$ cat src/rtl/ddr_cmd_arbiter_if.sv
// ddr_cmd_arbiter_if: write/read request channels and DDR command port.
// slave = arbiter side, master = client/controller side.
interface ddr_cmd_arbiter_if #(
  parameter int ADDR_WIDTH = 27,
  parameter int LEN_WIDTH  = 16
) ();
  logic                  init_done;
  logic                  wr_req;
  logic [ADDR_WIDTH-1:0] wr_addr;
  logic [LEN_WIDTH-1:0]  wr_len;
  logic                  wr_rdy;
  logic                  wr_done;
  logic                  rd_req;
  logic [ADDR_WIDTH-1:0] rd_addr;
  logic [LEN_WIDTH-1:0]  rd_len;
  logic                  rd_rdy;
  logic                  rd_done;
  logic                  m_req;
  logic                  m_wr;
  logic [ADDR_WIDTH-1:0] m_addr;
  logic [LEN_WIDTH-1:0]  m_len;
  logic                  m_rdy;
  logic                  m_done;
  logic [1:0]            ovf;

  modport slave (
    input  init_done,
    input  wr_req, wr_addr, wr_len,
    input  rd_req, rd_addr, rd_len,
    input  m_rdy, m_done,
    output wr_rdy, wr_done,
    output rd_rdy, rd_done,
    output m_req, m_wr, m_addr, m_len,
    output ovf
  );

  modport master (
    output init_done,
    output wr_req, wr_addr, wr_len,
    output rd_req, rd_addr, rd_len,
    output m_rdy, m_done,
    input  wr_rdy, wr_done,
    input  rd_rdy, rd_done,
    input  m_req, m_wr, m_addr, m_len,
    input  ovf
  );
endinterface

$ cat src/rtl/ddr_cmd_arbiter.sv
// ddr_cmd_arbiter: one DDR command port shared by a write and a read
// channel, read-first with a bounded write-starvation counter.
module ddr_cmd_arbiter #(
  parameter int         ADDR_WIDTH = 27,
  parameter int         LEN_WIDTH  = 16,
  parameter logic [3:0] STARVE_MAX = 4'd4
) (
  input  logic             ddr_clk,
  input  logic             ddr_rst,
  ddr_cmd_arbiter_if.slave bus
);

  typedef enum logic [1:0] {
    IDLE,
    ISSUE,
    BUSY
  } state_e;

  state_e                state_q;
  logic                  gnt_wr_q;
  logic                  wr_pend_q;
  logic                  rd_pend_q;
  logic [ADDR_WIDTH-1:0] wr_addr_q;
  logic [LEN_WIDTH-1:0]  wr_len_q;
  logic [ADDR_WIDTH-1:0] rd_addr_q;
  logic [LEN_WIDTH-1:0]  rd_len_q;
  logic [1:0]            ovf_q;
  logic [3:0]            starve_q;
  logic [3:0]            starve_d;
  logic                  m_req_q;
  logic                  m_wr_q;
  logic [ADDR_WIDTH-1:0] m_addr_q;
  logic [LEN_WIDTH-1:0]  m_len_q;
  logic                  wr_rdy_q;
  logic                  rd_rdy_q;
  logic                  wr_done_q;
  logic                  rd_done_q;

  logic accept;
  logic wr_clr;
  logic rd_clr;
  logic start;
  logic pick_wr_d;

  assign accept = (state_q == ISSUE)
                & m_req_q & bus.m_rdy;
  assign wr_clr = accept & gnt_wr_q;
  assign rd_clr = accept & ~gnt_wr_q;
  assign start  = (state_q == IDLE)
                & bus.init_done
                & (wr_pend_q | rd_pend_q);

  // Write wins only when alone or when reads have starved it.
  assign pick_wr_d = wr_pend_q
                   & (~rd_pend_q | (starve_q == STARVE_MAX));

  // Starvation count after the grant decision being made now.
  always_comb begin
    starve_d = starve_q;
    if (pick_wr_d) begin
      starve_d = '0;
    end else if (wr_pend_q && starve_q != STARVE_MAX) begin
      starve_d = starve_q + 4'd1;
    end
  end

  // Write channel: capture a request, flag one that finds the slot busy.
  // A request landing on the acceptance edge refills the freed slot.
  always_ff @(posedge ddr_clk) begin
    if (ddr_rst) begin
      wr_pend_q <= 1'b0;
      wr_addr_q <= '0;
      wr_len_q  <= '0;
      ovf_q[1]  <= 1'b0;
    end else if (bus.wr_req) begin
      if (wr_pend_q && !wr_clr) begin
        ovf_q[1] <= 1'b1;
      end else begin
        wr_pend_q <= 1'b1;
        wr_addr_q <= bus.wr_addr;
        wr_len_q  <= bus.wr_len;
      end
    end else if (wr_clr) begin
      wr_pend_q <= 1'b0;
    end
  end

  // Read channel: same holding/overflow behaviour as the write side.
  always_ff @(posedge ddr_clk) begin
    if (ddr_rst) begin
      rd_pend_q <= 1'b0;
      rd_addr_q <= '0;
      rd_len_q  <= '0;
      ovf_q[0]  <= 1'b0;
    end else if (bus.rd_req) begin
      if (rd_pend_q && !rd_clr) begin
        ovf_q[0] <= 1'b1;
      end else begin
        rd_pend_q <= 1'b1;
        rd_addr_q <= bus.rd_addr;
        rd_len_q  <= bus.rd_len;
      end
    end else if (rd_clr) begin
      rd_pend_q <= 1'b0;
    end
  end

  // Command FSM with registered command and pulse outputs.
  always_ff @(posedge ddr_clk) begin
    if (ddr_rst) begin
      state_q   <= IDLE;
      gnt_wr_q  <= 1'b0;
      starve_q  <= '0;
      m_req_q   <= 1'b0;
      m_wr_q    <= 1'b0;
      m_addr_q  <= '0;
      m_len_q   <= '0;
      wr_rdy_q  <= 1'b0;
      rd_rdy_q  <= 1'b0;
      wr_done_q <= 1'b0;
      rd_done_q <= 1'b0;
    end else begin
      wr_rdy_q  <= 1'b0;
      rd_rdy_q  <= 1'b0;
      wr_done_q <= 1'b0;
      rd_done_q <= 1'b0;
      unique case (state_q)
        IDLE: begin
          if (start) begin
            state_q  <= ISSUE;
            gnt_wr_q <= pick_wr_d;
            starve_q <= starve_d;
            m_req_q  <= 1'b1;
            m_wr_q   <= pick_wr_d;
            m_addr_q <= pick_wr_d ? wr_addr_q
                                  : rd_addr_q;
            m_len_q  <= pick_wr_d ? wr_len_q
                                  : rd_len_q;
          end
        end
        ISSUE: begin
          if (accept) begin
            state_q  <= BUSY;
            m_req_q  <= 1'b0;
            wr_rdy_q <= gnt_wr_q;
            rd_rdy_q <= ~gnt_wr_q;
          end
        end
        BUSY: begin
          if (bus.m_done) begin
            state_q   <= IDLE;
            wr_done_q <= gnt_wr_q;
            rd_done_q <= ~gnt_wr_q;
          end
        end
        default: begin
          state_q <= IDLE;
          m_req_q <= 1'b0;
        end
      endcase
    end
  end

  assign bus.m_req   = m_req_q;
  assign bus.m_wr    = m_wr_q;
  assign bus.m_addr  = m_addr_q;
  assign bus.m_len   = m_len_q;
  assign bus.wr_rdy  = wr_rdy_q;
  assign bus.rd_rdy  = rd_rdy_q;
  assign bus.wr_done = wr_done_q;
  assign bus.rd_done = rd_done_q;
  assign bus.ovf     = ovf_q;

endmodule

$ cat src/flat_wrapper.sv
// flat-port wrapper written by rule: the top's interface ports become plain ports
module ddr_cmd_arbiter_flat 
#(
  parameter int         ADDR_WIDTH = 27,
  parameter int         LEN_WIDTH  = 16,
  parameter logic [3:0] STARVE_MAX = 4'd4
)
  (ddr_clk, ddr_rst, bus_init_done, bus_wr_req, bus_wr_addr, bus_wr_len, bus_rd_req, bus_rd_addr, bus_rd_len, bus_m_rdy, bus_m_done, bus_wr_rdy, bus_wr_done, bus_rd_rdy, bus_rd_done, bus_m_req, bus_m_wr, bus_m_addr, bus_m_len, bus_ovf);
  ddr_cmd_arbiter_if #(.ADDR_WIDTH(ADDR_WIDTH), .LEN_WIDTH(LEN_WIDTH)) bus_i ();
  input  logic ddr_clk;
  input  logic ddr_rst;
  input wire logic [$bits(bus_i.init_done)-1:0] bus_init_done;
  input wire logic [$bits(bus_i.wr_req)-1:0] bus_wr_req;
  input wire logic [$bits(bus_i.wr_addr)-1:0] bus_wr_addr;
  input wire logic [$bits(bus_i.wr_len)-1:0] bus_wr_len;
  input wire logic [$bits(bus_i.rd_req)-1:0] bus_rd_req;
  input wire logic [$bits(bus_i.rd_addr)-1:0] bus_rd_addr;
  input wire logic [$bits(bus_i.rd_len)-1:0] bus_rd_len;
  input wire logic [$bits(bus_i.m_rdy)-1:0] bus_m_rdy;
  input wire logic [$bits(bus_i.m_done)-1:0] bus_m_done;
  output wire logic [$bits(bus_i.wr_rdy)-1:0] bus_wr_rdy;
  output wire logic [$bits(bus_i.wr_done)-1:0] bus_wr_done;
  output wire logic [$bits(bus_i.rd_rdy)-1:0] bus_rd_rdy;
  output wire logic [$bits(bus_i.rd_done)-1:0] bus_rd_done;
  output wire logic [$bits(bus_i.m_req)-1:0] bus_m_req;
  output wire logic [$bits(bus_i.m_wr)-1:0] bus_m_wr;
  output wire logic [$bits(bus_i.m_addr)-1:0] bus_m_addr;
  output wire logic [$bits(bus_i.m_len)-1:0] bus_m_len;
  output wire logic [$bits(bus_i.ovf)-1:0] bus_ovf;
  assign bus_i.init_done = bus_init_done;
  assign bus_i.wr_req = bus_wr_req;
  assign bus_i.wr_addr = bus_wr_addr;
  assign bus_i.wr_len = bus_wr_len;
  assign bus_i.rd_req = bus_rd_req;
  assign bus_i.rd_addr = bus_rd_addr;
  assign bus_i.rd_len = bus_rd_len;
  assign bus_i.m_rdy = bus_m_rdy;
  assign bus_i.m_done = bus_m_done;
  assign bus_wr_rdy = bus_i.wr_rdy;
  assign bus_wr_done = bus_i.wr_done;
  assign bus_rd_rdy = bus_i.rd_rdy;
  assign bus_rd_done = bus_i.rd_done;
  assign bus_m_req = bus_i.m_req;
  assign bus_m_wr = bus_i.m_wr;
  assign bus_m_addr = bus_i.m_addr;
  assign bus_m_len = bus_i.m_len;
  assign bus_ovf = bus_i.ovf;
  ddr_cmd_arbiter #(.ADDR_WIDTH(ADDR_WIDTH), .LEN_WIDTH(LEN_WIDTH), .STARVE_MAX(STARVE_MAX)) u_core (.ddr_clk(ddr_clk), .ddr_rst(ddr_rst), .bus(bus_i));
endmodule
$ cat config.mk
export PLATFORM = sky130hd
export DESIGN_NAME = ddr_cmd_arbiter_flat
export DESIGN_NICKNAME = d
export VERILOG_FILES = /design/src/rtl/ddr_cmd_arbiter_if.sv /design/src/rtl/ddr_cmd_arbiter.sv /design/src/flat_wrapper.sv
export SDC_FILE = /design/constraint.sdc
export NUM_CORES = 1
export LEC_CHECK = 0
export ABC_AREA = 1
export CORE_UTILIZATION = 45
export CTS_CLUSTER_SIZE = 16
export DETAILED_ROUTE_END_ITERATION = 7
export GPL_TIMING_DRIVEN = 0
export PLACE_DENSITY = 0.71
export SYNTH_ARGS = -nofsm -noshare
export SYNTH_HDL_FRONTEND = slang
export SYNTH_SLANG_ARGS = --single-unit
$ cat constraint.sdc
create_clock -name ddr_clk -period 4.2 [get_ports ddr_clk]
set_input_delay 0.63 -clock ddr_clk [delete_from_list [all_inputs] [get_ports ddr_clk]]
set_output_delay 0.63 -clock ddr_clk [all_outputs]
set_load 0.02 [all_outputs]
# After elaboration in Yosys (flattened, before gate mapping)
# Cells that the tools add are included.
# word_totals
reg_bits,145
inputBits,93
elab_cells,83
output_inout_bits,51
# op_classes
n_eq_ne,9
n_reduce_logical,21
n_addsub,1
mux,17
bitwise,17
# ops
op,n
27-bit two-way mux,1
16-bit two-way mux,1
2-bit AND reduction,7
3-bit AND reduction,3
1-bit two-way mux,8
4-bit two-way mux,2
1-bit inverter,8
1-bit AND,7
2-bit two-way mux,3
"2-bit inequality test, second input constant",3
2-bit case mux with 3 select lines,1
2-bit nonzero test,3
3-bit OR reduction,2
"4-bit by 1-bit adder with 4-bit output, second input constant",1
"4-bit by 3-bit equality test with 1-bit output, second input constant",1
"2-bit by 1-bit inequality test with 1-bit output, second input constant",2
"4-bit by 3-bit inequality test with 1-bit output, second input constant",1
1-bit logical AND,3
1-bit case mux with 3 select lines,1
"2-bit by 1-bit equality test with 1-bit output, second input constant",1
"2-bit equality test, second input constant",1
1-bit logical NOT,2
2-bit logical NOT,1
1-bit OR,2

# Depth between registers and ports, before layout
# depth
depth_word,8
ltp_mapped,10

# Least setup slack after synthesis
# OpenSTA, ideal clock, no wires.
# synth_path
path_type,input to register
from,in bus_rd_req
to,reg u_core.rd_addr_q[12]
cell_stages,5
t_required_ns,4.136
t_arrival_ns,1.472
path_slack_ns,2.664
path_buffers,3
cell_sequence,clkbuf_1 > buf_2 > buf_1 > a21oi_1 > nor2_1
# synth_via
elab_chain_cells,1
# synth_rtl
element,line,rtl
start: declaration,flat_wrapper.sv:16,input wire logic [$bits(bus_i.rd_req)-1:0] bus_rd_req;
2-bit AND reduction (no line),n/a,
end signal: assignment,ddr_cmd_arbiter.sv:100,rd_addr_q <= bus.rd_addr;
end: declaration,ddr_cmd_arbiter.sv:25,logic [ADDR_WIDTH-1:0] rd_addr_q;
# Every way passes these cells.
# A chain may end at the register's enable or synchronous reset.

# Worst setup path after layout
# layout_path
from,"reg u_core.m_wr_q, in the netlist u_core.bus.m_wr"
to,out bus_m_wr
# layout_lines
element,line,rtl
start: declaration,ddr_cmd_arbiter.sv:31,logic m_wr_q;
start signal: assignment,ddr_cmd_arbiter.sv:134,m_wr_q <= pick_wr_d;
end: declaration,flat_wrapper.sv:26,output wire logic [$bits(bus_i.m_wr)-1:0] bus_m_wr;
# No word-level cell between the ends.

==> metrics <==
run status finished, final reports clean; area of the multi-input gates 0.002889 mm²; initial antenna violation count 0; crit-path cells clkdlybuf4s50_1; DRC 0; CP required 3.57 ns; Crit Path Max Fanout 5; post-synthesis mux area share 0%; Worst Skew 0.009498 ns; max-slew violations 0; final setup fails 0; number of global-route vias before repair 6186; initial core utilization 46.18%; slowest CP cell clkdlybuf4s50_1; DPL Wire Length 13570 µm; row count 44; buffers added on ports 141; relative slew slack 63.67%; critical path type register to output pin; peak supply drop 0.0003071 V; core area 0.01459 mm²; RSZ-0062 raised after global routing false; Synth Area in Simple Gates 30.53%; area share of the largest cell type after synthesis 43.08%; number of detailed-route iterations in the first pass 6; Commonest cells post-synth nand2_1, nand3_1, dfxtp_1, inv_1, nor2_1; critical path's top delay family buffers and inverters; xor/xnor cell area share of the yosys netlist 0.1300%; # Post-CTS Setup Buffers 0; vias per inst 4.975; Nets 1239; worst r2r dst u_core.bus.m_addr[12]; layout cells sized above 1 6.753%; TNS Setup 0 ns; CTS tree done; Hold EP u_core.bus.ovf[1]; largest family of logic cells by synthesized area simple AND/OR/NAND/NOR gates; top cells by area, synth dfxtp_1, nand3_1, nand2_1; Distinct cells, synth 23; Die Area 0.01547 mm²; Reg clk slew, reported paths 0.05 ns; routing usage on met3 4.338%; power per standard cell area 413.3 mW/mm²; count leader, synth nand2_1; final antenna-violating net count 0; global-route wire length before repair 30550 µm; Top FF cell, synth dfxtp_1; Worst Hold Class register to register; WP data arrival 1.48 ns; Storage cell area 0.002903 mm²; H-tree level count 4; WL per Instance 13.84 µm; r2r setup slk 2.34 ns; Total GRT Usage 24.82%; Synthesized Nets 1079; worst skew pair latency 0.43 ns; Mapped Cells 984; cts hold-fix bufs 0; clock sink count 145; Max-Cap Viols 0; global-route layer with the greatest usage met2; CP max stage delay 0.64 ns; Post-Synth Adder-Cell Area 0.3714%; Ant. Diodes 0; Util after Layout 61.38%; Placed Cells 1309; highest clock rate 0.4729 GHz; Post-Syn Area 0.006738 mm²; static leakage 4.249 nW; Iteration-0 DRC Markers 508; Worst Min Path Start u_core.bus.ovf[1]; Num CTS Buffers 17; hold path cells 2; #FFs+latches synth 145; fraction of registers with async set/reset 0%; post-CTS sizing 0; Clk Tree Root Cell clkbuf_16; die height 124.4 µm; met2 Usage GRT 40.01%; worst r2r path cells 10; Final Hold Vio Count 0; # IOs 144; post-synthesis compound-gate area fraction 11.85%; EDFF count, synth 0; largest net degree at the start of global routing 17; Synth Warn # 0; Congestion Overflow GR 0; sequential cell area fraction in the yosys report 43.08%; minimum clock period 2.115 ns; Non-Filler Instances 1339; WP buf/inv 1; Worst Setup End Kind output pin; maximum clock insertion buffer count 2; filler cell count 1406; actual slew at the worst max-slew pin 0.5450 ns; Critical R2R Launch u_core.starve_q[0]; Layout area overhead 32.91%; Final period util 50.35%; final wirelength 18530 µm; die width 124.4 µm; vias 6662; GP Congestion 0.8116; met1 Use GR 33.01%; Syn Area/Cell 6.847 µm²; Critical Path Source Type register; Synth area leader dfxtp_1
## metrics by stage
step / worst slack, ns / instance area (µm²) / hold WS [ns] / total power, mW
CTS: 2.069 / 8955 / 0.4518 / 3.711
global route: 2.052 / 8955 / 0.4881 / 3.852
floorplan: 2.664 / 6738 / 0.4519 / 1.969
detailed placement: 1.751 / 8379 / 0.4435 / 2.242
finish: 2.085 / 8955 / 0.4470 / 3.701
global placement: 1.800 / 8379 / 0.4385 / 2.232
## area by class of cell
cell class                 count  area share (%)
tap                          184           2.571
clock inverter                 5          0.5589
sequential                   145           32.42
multi-input combinational    619           32.26
inverter                     145           6.078
buffer                        75           4.485
timing repair buffer         141           15.76
clock buffer                  25           5.868
## worst register-to-register path, stage by stage, from the launching register on
cell and delay, ns:
dfxtp_1 0.35, inv_1 0.06, ha_1 0.20, nand3_1 0.11, nand2_2 0.19, nand2_1 0.34, buf_2 0.30, nand2_1 0.09
nand3_1 0.08, nand2_1 0.05, inv_1 0.04
## state kept, by name, summed over array words and instances, names as in the netlist, 2 cells and up
signal and flops:
u_core.bus.m_addr 27, u_core.rd_addr_q 27, u_core.wr_addr_q 27, u_core.bus.m_len 16, u_core.rd_len_q 16, u_core.wr_len_q 16, u_core.starve_q 4, u_core.bus.ovf 2
u_core.state_q 2
## routing by layer
layer / up-vias / wire, µm / part of all wire (%)
met3: 27 / 1005 / 5.4
li1: 3416 / - / -
met2: 191 / 8650 / 47
met5: - / 0 / 0
met1: 3028 / 8515 / 46
met4: 0 / 359 / 1.9
## cells in the final DEF (no fill, tap or decap), types with 2 or more instances in the layout
cell	count
clkbuf_8	7
buf_2	27
inv_1	142
clkbuf_16	17
clkbuf_1	22
nand3_2	2
buf_1	15
ha_1	2
nor2_1	101
nand2_2	3
dfxtp_1	145
a21oi_1	94
nand3_1	177
o21a_1	43
inv_2	2
clkinv_2	4
nor2_4	2
buf_6	11
clkdlybuf4s50_1	141
nand2_1	190
## how the worst max path moves through the flow
stage	start	end	slack, ns	depth (start not counted)
floorplan	bus_rd_req	u_core.rd_addr_q[12]	2.66	5
global placement	ddr_rst	u_core.rd_addr_q[7]	1.80	6
detailed placement	ddr_rst	u_core.rd_len_q[1]	1.75	6
CTS	u_core.bus.m_wr	bus_m_wr	2.07	1
global route	u_core.bus.m_wr	bus_m_wr	2.05	1
finish	u_core.bus.m_wr	bus_m_wr	2.09	1
## power by group
group	total (mW)	internal, mW	switching [mW]	leakage (nW)
clock network	1.48	0.914	0.569	0.291
registers	1.54	1.49	0.0587	1.20
logic	0.673	0.307	0.366	2.76
## cell families (layout without fill, tap and decap cells)
family          after synthesis  after routing
simple gates                478            478
buf+inv                     220            391
flops                       145            145
compound gates              138            138
fa+ha+maj                     2              2
xor+xnor                      1              1
(Power assumes the default switching activity.)
